[src/rtl/ext_irq_pkg.sv]
// Shared types and limits for the external-interrupt requester.
package ext_irq_pkg;

  typedef enum logic [1:0] {IRQ_IDLE, IRQ_REQ, IRQ_ACK} irq_state_t;

  localparam int unsigned MAX_SRC = 16;

endpackage

[src/rtl/ext_irq_requester_if.sv]
// Processor-side interrupt handshake: request/id from the requester, acknowledge back.
interface ext_irq_requester_if #(
  parameter int unsigned ID_W = 2
);

  logic            ExtIRQ;
  logic            ExtlAck;
  logic [ID_W-1:0] irq_id;

  modport master (
    output ExtIRQ,
    output irq_id,
    input  ExtlAck
  );

  modport slave (
    input  ExtIRQ,
    input  irq_id,
    output ExtlAck
  );

endinterface

[src/rtl/irq_prio_enc.sv]
// Fixed-priority encoder: the lowest set index wins.
module irq_prio_enc #(
  parameter int unsigned N_SRC = 4,
  parameter int unsigned ID_W  = 2
) (
  input  logic [N_SRC-1:0] req,
  output logic             any,
  output logic [ID_W-1:0]  idx
);

  always_comb begin
    any = |req;
    idx = '0;
    // Walk downwards so the lowest set bit is the last to overwrite idx.
    for (int i = N_SRC - 1; i >= 0; i--) begin
      if (req[i]) begin
        idx = ID_W'(i);
      end
    end
  end

endmodule

[src/rtl/ext_irq_requester.sv]
// Collects peripheral interrupt edges and drives the processor's ExtIRQ/ExtlAck handshake.
// Optional per-source enable mask when EXT_IRQ_MASK_EN is defined.
module ext_irq_requester
  import ext_irq_pkg::*;
#(
  parameter int unsigned N_SRC = 4,
  parameter int unsigned ID_W  = ($clog2(N_SRC) > 1) ? $clog2(N_SRC) : 1
) (
  input  logic                clk,
  input  logic                reset,
  input  logic [N_SRC-1:0]    irq_src,
`ifdef EXT_IRQ_MASK_EN
  input  logic [N_SRC-1:0]    irq_mask,
`endif
  output logic [N_SRC-1:0]    irq_pending,
  ext_irq_requester_if.master irq_bus
);

  irq_state_t       state;
  logic [N_SRC-1:0] src_q;
  logic [N_SRC-1:0] rise;
  logic [N_SRC-1:0] clr;
  logic [N_SRC-1:0] eligible;
  logic             win_any;
  logic [ID_W-1:0]  win_idx;

  assign rise = irq_src & ~src_q;

  // Masking only gates eligibility; pending bits are never dropped by it.
  always_comb begin
`ifdef EXT_IRQ_MASK_EN
    eligible = irq_pending & irq_mask;
`else
    eligible = irq_pending;
`endif
  end

  always_comb begin
    clr = '0;
    if (state == IRQ_REQ && irq_bus.ExtlAck) begin
      clr[irq_bus.irq_id] = 1'b1;
    end
  end

  irq_prio_enc #(
    .N_SRC (N_SRC),
    .ID_W  (ID_W)
  ) u_prio_enc (
    .req (eligible),
    .any (win_any),
    .idx (win_idx)
  );

  always_ff @(posedge clk) begin
    if (!reset) begin
      state          <= IRQ_IDLE;
      src_q          <= '0;
      irq_pending    <= '0;
      irq_bus.ExtIRQ <= 1'b0;
      irq_bus.irq_id <= '0;
    end else begin
      src_q       <= irq_src;
      // A fresh edge in the clearing cycle survives: set wins over clear.
      irq_pending <= (irq_pending & ~clr) | rise;
      unique case (state)
        IRQ_IDLE: begin
          if (win_any) begin
            state          <= IRQ_REQ;
            irq_bus.ExtIRQ <= 1'b1;
            irq_bus.irq_id <= win_idx;
          end
        end
        IRQ_REQ: begin
          // No preemption: the latched id is held until acknowledged.
          if (irq_bus.ExtlAck) begin
            state          <= IRQ_ACK;
            irq_bus.ExtIRQ <= 1'b0;
          end
        end
        IRQ_ACK: begin
          if (!irq_bus.ExtlAck) begin
            state <= IRQ_IDLE;
          end
        end
        default: begin
          state          <= IRQ_IDLE;
          irq_bus.ExtIRQ <= 1'b0;
        end
      endcase
    end
  end

endmodule

[src/flat_wrapper.sv]
// flat-port wrapper written by rule: the top's interface ports become plain ports
module ext_irq_requester_flat import ext_irq_pkg::*;
#(
  parameter int unsigned N_SRC = 4,
  parameter int unsigned ID_W  = ($clog2(N_SRC) > 1) ? $clog2(N_SRC) : 1
)
  (clk, reset, irq_src, irq_pending, irq_bus_ExtIRQ, irq_bus_irq_id, irq_bus_ExtlAck);
  ext_irq_requester_if #(.ID_W(ID_W)) irq_bus_i ();
  input  logic clk;
  input  logic reset;
  input  logic [N_SRC-1:0] irq_src;
  output logic [N_SRC-1:0] irq_pending;
  output wire logic [$bits(irq_bus_i.ExtIRQ)-1:0] irq_bus_ExtIRQ;
  output wire logic [$bits(irq_bus_i.irq_id)-1:0] irq_bus_irq_id;
  input wire logic [$bits(irq_bus_i.ExtlAck)-1:0] irq_bus_ExtlAck;
  assign irq_bus_ExtIRQ = irq_bus_i.ExtIRQ;
  assign irq_bus_irq_id = irq_bus_i.irq_id;
  assign irq_bus_i.ExtlAck = irq_bus_ExtlAck;
  ext_irq_requester #(.N_SRC(N_SRC), .ID_W(ID_W)) u_core (.clk(clk), .reset(reset), .irq_src(irq_src), .irq_pending(irq_pending), .irq_bus(irq_bus_i));
endmodule
[config.mk]
export PLATFORM = sky130hd
export DESIGN_NAME = ext_irq_requester_flat
export DESIGN_NICKNAME = d
export VERILOG_FILES = /design/src/rtl/ext_irq_pkg.sv /design/src/rtl/ext_irq_requester_if.sv /design/src/rtl/irq_prio_enc.sv /design/src/rtl/ext_irq_requester.sv /design/src/flat_wrapper.sv
export SDC_FILE = /design/constraint.sdc
export NUM_CORES = 1
export LEC_CHECK = 0
export CORE_AREA = 2 2 39 41
export CTS_CLUSTER_DIAMETER = 80
export DETAILED_ROUTE_END_ITERATION = 10
export DIE_AREA = 0 0 41 43
export PLACE_DENSITY = 0.68
export SETUP_SLACK_MARGIN = 0.2
export SLEW_MARGIN = 25
export SYNTH_ARGS = -nofsm -noshare
export SYNTH_HDL_FRONTEND = slang
export SYNTH_HIERARCHICAL = 1
export SYNTH_SLANG_ARGS = --single-unit
[constraint.sdc]
create_clock -name clk -period 2.5 [get_ports clk]
set_input_delay 0.5 -clock clk [delete_from_list [all_inputs] [get_ports clk]]
set_output_delay 0.5 -clock clk [all_outputs]
set_load 0.01 [all_outputs]
Yosys cells after proc, flatten, opt, wreduce, memory -nomap -nowiden
Index checks and enable logic that the tools add are counted.
{"block": "word_totals", "register_bits": 13, "latch_bits": 0, "ram_bits": 0, "mem_bits_ro": 0, "in_bits": 7, "output_inout_bits": 7, "elab_cells": 39, "memories": 0}
{"block": "op_classes", "n_addsub": 0, "multipliers": 0, "div": 0, "n_lt_le_gt_ge": 2, "n_eq_ne": 5, "n_shift": 0, "muxes": 14, "n_bitwise": 6, "reduce_logical": 7}
{"op": "$mux 2", "count": 7}
{"op": "$and 4x4->4", "count": 2}
{"op": "$not 4->4", "count": 2}
{"op": "$ne 2x2->1 const B", "count": 3}
{"op": "$pmux 2 s3", "count": 1}
{"op": "$reduce_and 3->1", "count": 2}
{"op": "$mux 4", "count": 1}
{"op": "$or 4x4->4", "count": 1}
{"op": "$reduce_or 4->1", "count": 1}
{"op": "$lt 2x3->1 const B", "count": 1}
{"op": "$mux 1", "count": 3}
{"op": "$pmux 1 s3", "count": 1}
{"op": "$demux 1 s2", "count": 1}
{"op": "$eq 2x1->1 const B", "count": 1}
{"op": "$eq 2x2->1 const B", "count": 1}
{"op": "$ge 2x1->1 const B", "count": 1}
{"op": "$logic_and 1x1->1", "count": 2}
{"op": "$logic_not 2->1", "count": 1}
{"op": "$reduce_and 2->1", "count": 1}
{"op": "$not 1->1", "count": 1}

Logic depth before layout (Yosys ltp)
{"block": "logic_depth", "depth_word": 8, "mapped_depth": 5, "depth_no_buf": 5}

Hierarchy
The synthesis kept the hierarchy.
{"module": "ext_irq_requester", "n_inst": 1, "cells_per_inst": 52, "area_per_inst_um2": 495.5, "seq_area_each_um2": 260.2}
{"module": "irq_prio_enc", "n_inst": 1, "cells_per_inst": 7, "area_per_inst_um2": 35.0, "seq_area_each_um2": 0.0}

Worst setup path before layout
Ideal clock, no wire load.
{"block": "synth_path", "kind": "reg2reg", "start": "register u_core.irq_pending[0]", "end": "register u_core.irq_bus.irq_id[0]", "setup_ns": 0.133, "arrival_ns": 0.992, "t_required_ns": 2.367, "setup_slack_ns": 1.374, "stages_incl_launch_ff": 5, "path_buffers": 0, "synth_period_minus_slack_ns": 1.126, "path_cell_list": "dfxtp_1 -> nor2_1 -> nand2_1 -> nor3b_1 -> o21ai_0"}
{"block": "synth_via", "elab_chain_len": 2, "word_cells_on_any_way": 3, "cone_classes": "mux: 1; reduce/logical: 2"}
{"item": "start, declared", "line": "ext_irq_requester.sv:15", "source": "output logic [N_SRC-1:0] irq_pending,"}
{"item": "start signal, assigned", "line": "ext_irq_requester.sv:64", "source": "irq_pending <= (irq_pending & ~clr) | rise;"}
{"item": "$reduce_or 4->1", "line": "irq_prio_enc.sv:12", "source": "any = |req;"}
{"item": "named net u_core.win_any", "line": "ext_irq_requester.sv:24", "source": "logic win_any;"}
{"item": "$reduce_and 2->1 (no source line)"}
{"item": "end signal, assigned", "line": "ext_irq_requester.sv:70", "source": "irq_bus.irq_id <= win_idx;"}
{"item": "end, declared", "line": "ext_irq_requester_if.sv:12", "source": "output irq_id,"}
The timed path passes the listed nets, and every way through them passes these cells.
A chain may end at the register's enable or synchronous reset.

Final worst setup path
{"block": "layout_path", "start": "register u_core.irq_bus.irq_id[0]", "end": "output port irq_bus_irq_id[0]"}
{"item": "end, declared", "line": "flat_wrapper.sv:14", "source": "output wire logic [$bits(irq_bus_i.irq_id)-1:0] irq_bus_irq_id;"}
No word-level cell between the ends.

==> impl_summary.log <==
INFO  metric place.detailed.instances = 87
INFO  metric timing.final.setup_violations = 0
INFO  metric cp_max_fo = 6
INFO  metric critical_path_required = 2000 ps
INFO  metric final-max-slew-violation-count = 0
INFO  metric synth_compound_area_frac = 0.134
INFO  metric unrepaired_setup_endpoints_after_global_routing = false
INFO  metric gp_congestion = 0.749
INFO  metric critPathKind = flip-flop to output port
INFO  metric cts-hold-fix-buffers = 0
INFO  metric end_kind = output port
INFO  metric sw_frac_of_total = 0.264
INFO  metric final_layout_size_suffix_gt1_frac = 0.0533
INFO  metric worstRegToRegCells = 5
INFO  metric max-vdd-ir-drop = 0.318 mV
INFO  metric crit_path_cell_trace = clkdlybuf4s50_1
INFO  metric floorplan_die_area = 1760 um^2
INFO  metric worst_skew_pair_later_pin_latency = 270 ps
INFO  metric overall_routing_resource_usage = 0.148
INFO  metric r2r-end = u_core/irq_bus.irq_id[1]
INFO  metric worst-path-buf-inv = 1
INFO  metric yosysSeqAreaShare = 0.491
INFO  metric hold_path.class = flip-flop to flip-flop
INFO  metric firstDrtPassIters = 4
INFO  metric io_pins = 14
INFO  metric synth_nets = 66
INFO  metric cts.htree.levels = 1
INFO  metric synth-warning-count = 6
INFO  metric synthDominantCellAreaShare = 0.491
INFO  metric chipWidth = 41 um
INFO  metric stdcell_count = 91
INFO  metric numCtsBuffers = 3
INFO  metric status = completed
INFO  metric endpoint = irq_bus_irq_id[0]
INFO  metric grt_pass1_vias = 406
INFO  metric worst_path_dominant_cell_family = buffers and inverters
INFO  metric grt_pass1_wl = 1690 um
INFO  metric post_synth_mux_area_share = 0.0189
INFO  metric cts_setup_buffers = 0
INFO  metric drt-total-wl = 1060 um
INFO  metric post_drt_wl_per_cell = 11.6 um
INFO  metric dominant_cell_by_count_in_the_synthesized_netlist = sky130_fd_sc_hd__dfxtp_1
INFO  metric synth-async-reset-ratio = 0
INFO  metric core_area = 1380 um^2
INFO  metric crit_arrival = 1280 ps
INFO  metric global_route.overflow_total = 0
INFO  metric via_count_of_the_routed_design = 453
INFO  metric max_cap_viol_count = 0
INFO  metric synthesis.instances = 59
INFO  metric post-route-worst-setup-slack = 719 ps
INFO  metric r2r_slack = 1230 ps
INFO  metric routed_via_density = 4.98
INFO  metric ctsRootBufferMaster = sky130_fd_sc_hd__clkbuf_4
INFO  metric finalSetupTns = 0 ps
INFO  metric path_clk_slew = 80 ps
INFO  metric share_seq_of_total_power = 0.533
INFO  metric seqCellArea = 260 um^2
INFO  metric synth_top_area_cell = sky130_fd_sc_hd__dfxtp_1
INFO  metric ys_top_cells_by_area = sky130_fd_sc_hd__dfxtp_1 (49%), sky130_fd_sc_hd__and2_1 (4.7%), sky130_fd_sc_hd__nand2b_1 (4.7%), sky130_fd_sc_hd__o21ai_0 (3.8%), sky130_fd_sc_hd__nor2b_1 (3.5%)
INFO  metric rows = 14
INFO  metric synth.avg_cell_area = 8.99 um^2
INFO  metric final-hold-violation-count = 0
INFO  metric stdcell_area = 702 um^2
INFO  metric worstReg2RegStart = u_core/irq_pending[0]
INFO  metric post-route-drc-count = 0
INFO  metric antenna_violations_before_repair = 0
INFO  metric relative_contribution_of_the_clock_network_to_total_power = 0.280
INFO  metric place.detailed.hpwl = 735 um
INFO  metric finish.net_count = 83
INFO  metric clock-skew-final = 1.56 ps
INFO  metric num-fill-cells = 138
INFO  metric leakage = 0.281 nW
INFO  metric ys_ff_latch = 13
INFO  metric initial_core_util = 0.383
INFO  metric p_total = 0.456 mW
INFO  metric pwr-share-comb = 0.187
INFO  metric cts.sink_count = 13
INFO  metric final_period_minus_worst_setup_slack = 1780 ps
INFO  metric routed_antenna_nets = 0
INFO  metric yosys.area_share.xor_xnor = 0.0165
INFO  metric placement.cell_area = 676 um^2
INFO  metric cp-startpoint = u_core/irq_bus.irq_id[0]
INFO  metric multiInputGateArea = 254 um^2
INFO  metric dr.first_iter.drc_count = 14
INFO  metric antenna_cells_inserted = 0
INFO  metric post_synth_instance_area = 531 um^2
INFO  metric fp.dieH = 43 um
INFO  metric critPathMaxStageDelay = 580 ps
INFO  metric grt_max_degree = 16
INFO  metric fmaxAchievable = 0.561 GHz
INFO  metric synth_enable_flop_cells = 0
INFO  metric worstMarginPinSlew = 452 ps
INFO  metric postSynth.topFlopCell = sky130_fd_sc_hd__dfxtp_1
INFO  metric syn2layout_area_growth = 32.3%
INFO  metric final.hold.worst_slack = 538 ps
INFO  metric switching_power = 0.120 mW
INFO  metric cts_max_path_buffers = 2
INFO  metric finalCritPeriodShare = 0.712
INFO  metric post_synth_and_or_nand_nor_area_fraction = 0.309
INFO  metric cts_tree = done
INFO  metric synthAdderAreaFrac = 0
INFO  metric power_density = 650 nW/um^2
INFO  metric slew-limit-headroom = 0.698
INFO  metric port_buffers = 13
INFO  metric highest_delay_cell_along_the_critical_path = sky130_fd_sc_hd__clkdlybuf4s50_1
INFO  metric cp-start-kind = flip-flop
INFO  metric utilization = 0.507
INFO  metric detailedPlace.worstSlack = 850 ps
INFO  metric synth_cell_type_count = 23
INFO  metric levels_on_crit_path = 1
INFO  metric power.internal = 0.336 mW
INFO  metric largest_family_of_logic_cells_by_synthesized_area = simple AND/OR/NAND/NOR gates
INFO  metric post_cts_sizing_count = 0
## logic make-up after synthesis
logic type                after synthesis
and+or+nand+nor                        29
DFF                                    13
AOI/OAI and AO/OA                      11
buffers and inverters                   4
xor gates and xnor gates                1
muxes                                   1
## final cells by class
class                           instances  area share
Sequential cell                        13       0.371
Tap cell                               16      0.0285
Multi-Input combinational cell         42       0.362
Inverter                                3      0.0160
Timing Repair Buffer                   13       0.185
Clock buffer                            4      0.0374
## how the worst min path moves through the flow
stage                                   from                        to  depth (start not counted)
CTS                 u_core/irq_bus.irq_id[1]  u_core/irq_bus.irq_id[1]                          2
global route                 u_core/src_q[3]     u_core/irq_pending[3]                          2
detailed placement  u_core/irq_bus.irq_id[1]  u_core/irq_bus.irq_id[1]                          2
floorplan                    u_core/state[1]           u_core/state[0]                          1
global placement             u_core/src_q[2]     u_core/irq_pending[2]                          3
finish              u_core/irq_bus.irq_id[1]  u_core/irq_bus.irq_id[1]                          2
## flip-flops by register name, summed over array words and instances, names as in the netlist
signal	count
u_core/state	2
u_core/irq_bus.irq_id	2
u_core/irq_pending	4
u_core/src_q	4
u_core/irq_bus.ExtIRQ	1
## power groups by stage
stage	sequential (mW)	combinational [mW]	clock (mW)
floorplan	0.249	0.0420	0
global placement	0.248	0.0838	0
detailed placement	0.248	0.0852	0
CTS	0.243	0.0856	0.135
global route	0.246	0.0937	0.146
finish	0.243	0.0852	0.128
## per-layer routing
| metal | global-route usage | wire length [um] | vias to the layer above |
|---|---|---|---|
| li1 | - | - | 235 |
| met2 | 0.209 | 466 | 12 |
| met1 | 0.181 | 528 | 204 |
| met5 | 0 | 0 | - |
| met4 | 0.120 | 14 | 0 |
| met3 | 0.0314 | 49 | 2 |
## placed cells by master, fill, tap and decap left out
cell                              instances
sky130_fd_sc_hd__and3_1                   1
sky130_fd_sc_hd__nor2b_1                  3
sky130_fd_sc_hd__clkdlybuf4s50_1         13
sky130_fd_sc_hd__nand2b_1                 4
sky130_fd_sc_hd__nor4_1                   1
sky130_fd_sc_hd__nor3_1                   2
sky130_fd_sc_hd__nor3b_1                  2
sky130_fd_sc_hd__nand3b_1                 1
sky130_fd_sc_hd__a21oi_1                  2
sky130_fd_sc_hd__dfxtp_1                 13
sky130_fd_sc_hd__clkbuf_1                 1
sky130_fd_sc_hd__inv_1                    3
sky130_fd_sc_hd__o21a_1                   2
sky130_fd_sc_hd__nor2_1                   4
sky130_fd_sc_hd__o311a_1                  1
sky130_fd_sc_hd__and4b_1                  1
sky130_fd_sc_hd__clkbuf_4                 3
sky130_fd_sc_hd__a21boi_1                 1
sky130_fd_sc_hd__and2_1                   4
sky130_fd_sc_hd__xor2_1                   1
sky130_fd_sc_hd__o21ai_0                  4
sky130_fd_sc_hd__nand2_1                  4
sky130_fd_sc_hd__nand3_1                  2
sky130_fd_sc_hd__a21oi_2                  1
sky130_fd_sc_hd__mux2i_1                  1
Power figures use the tool's default switching activity.
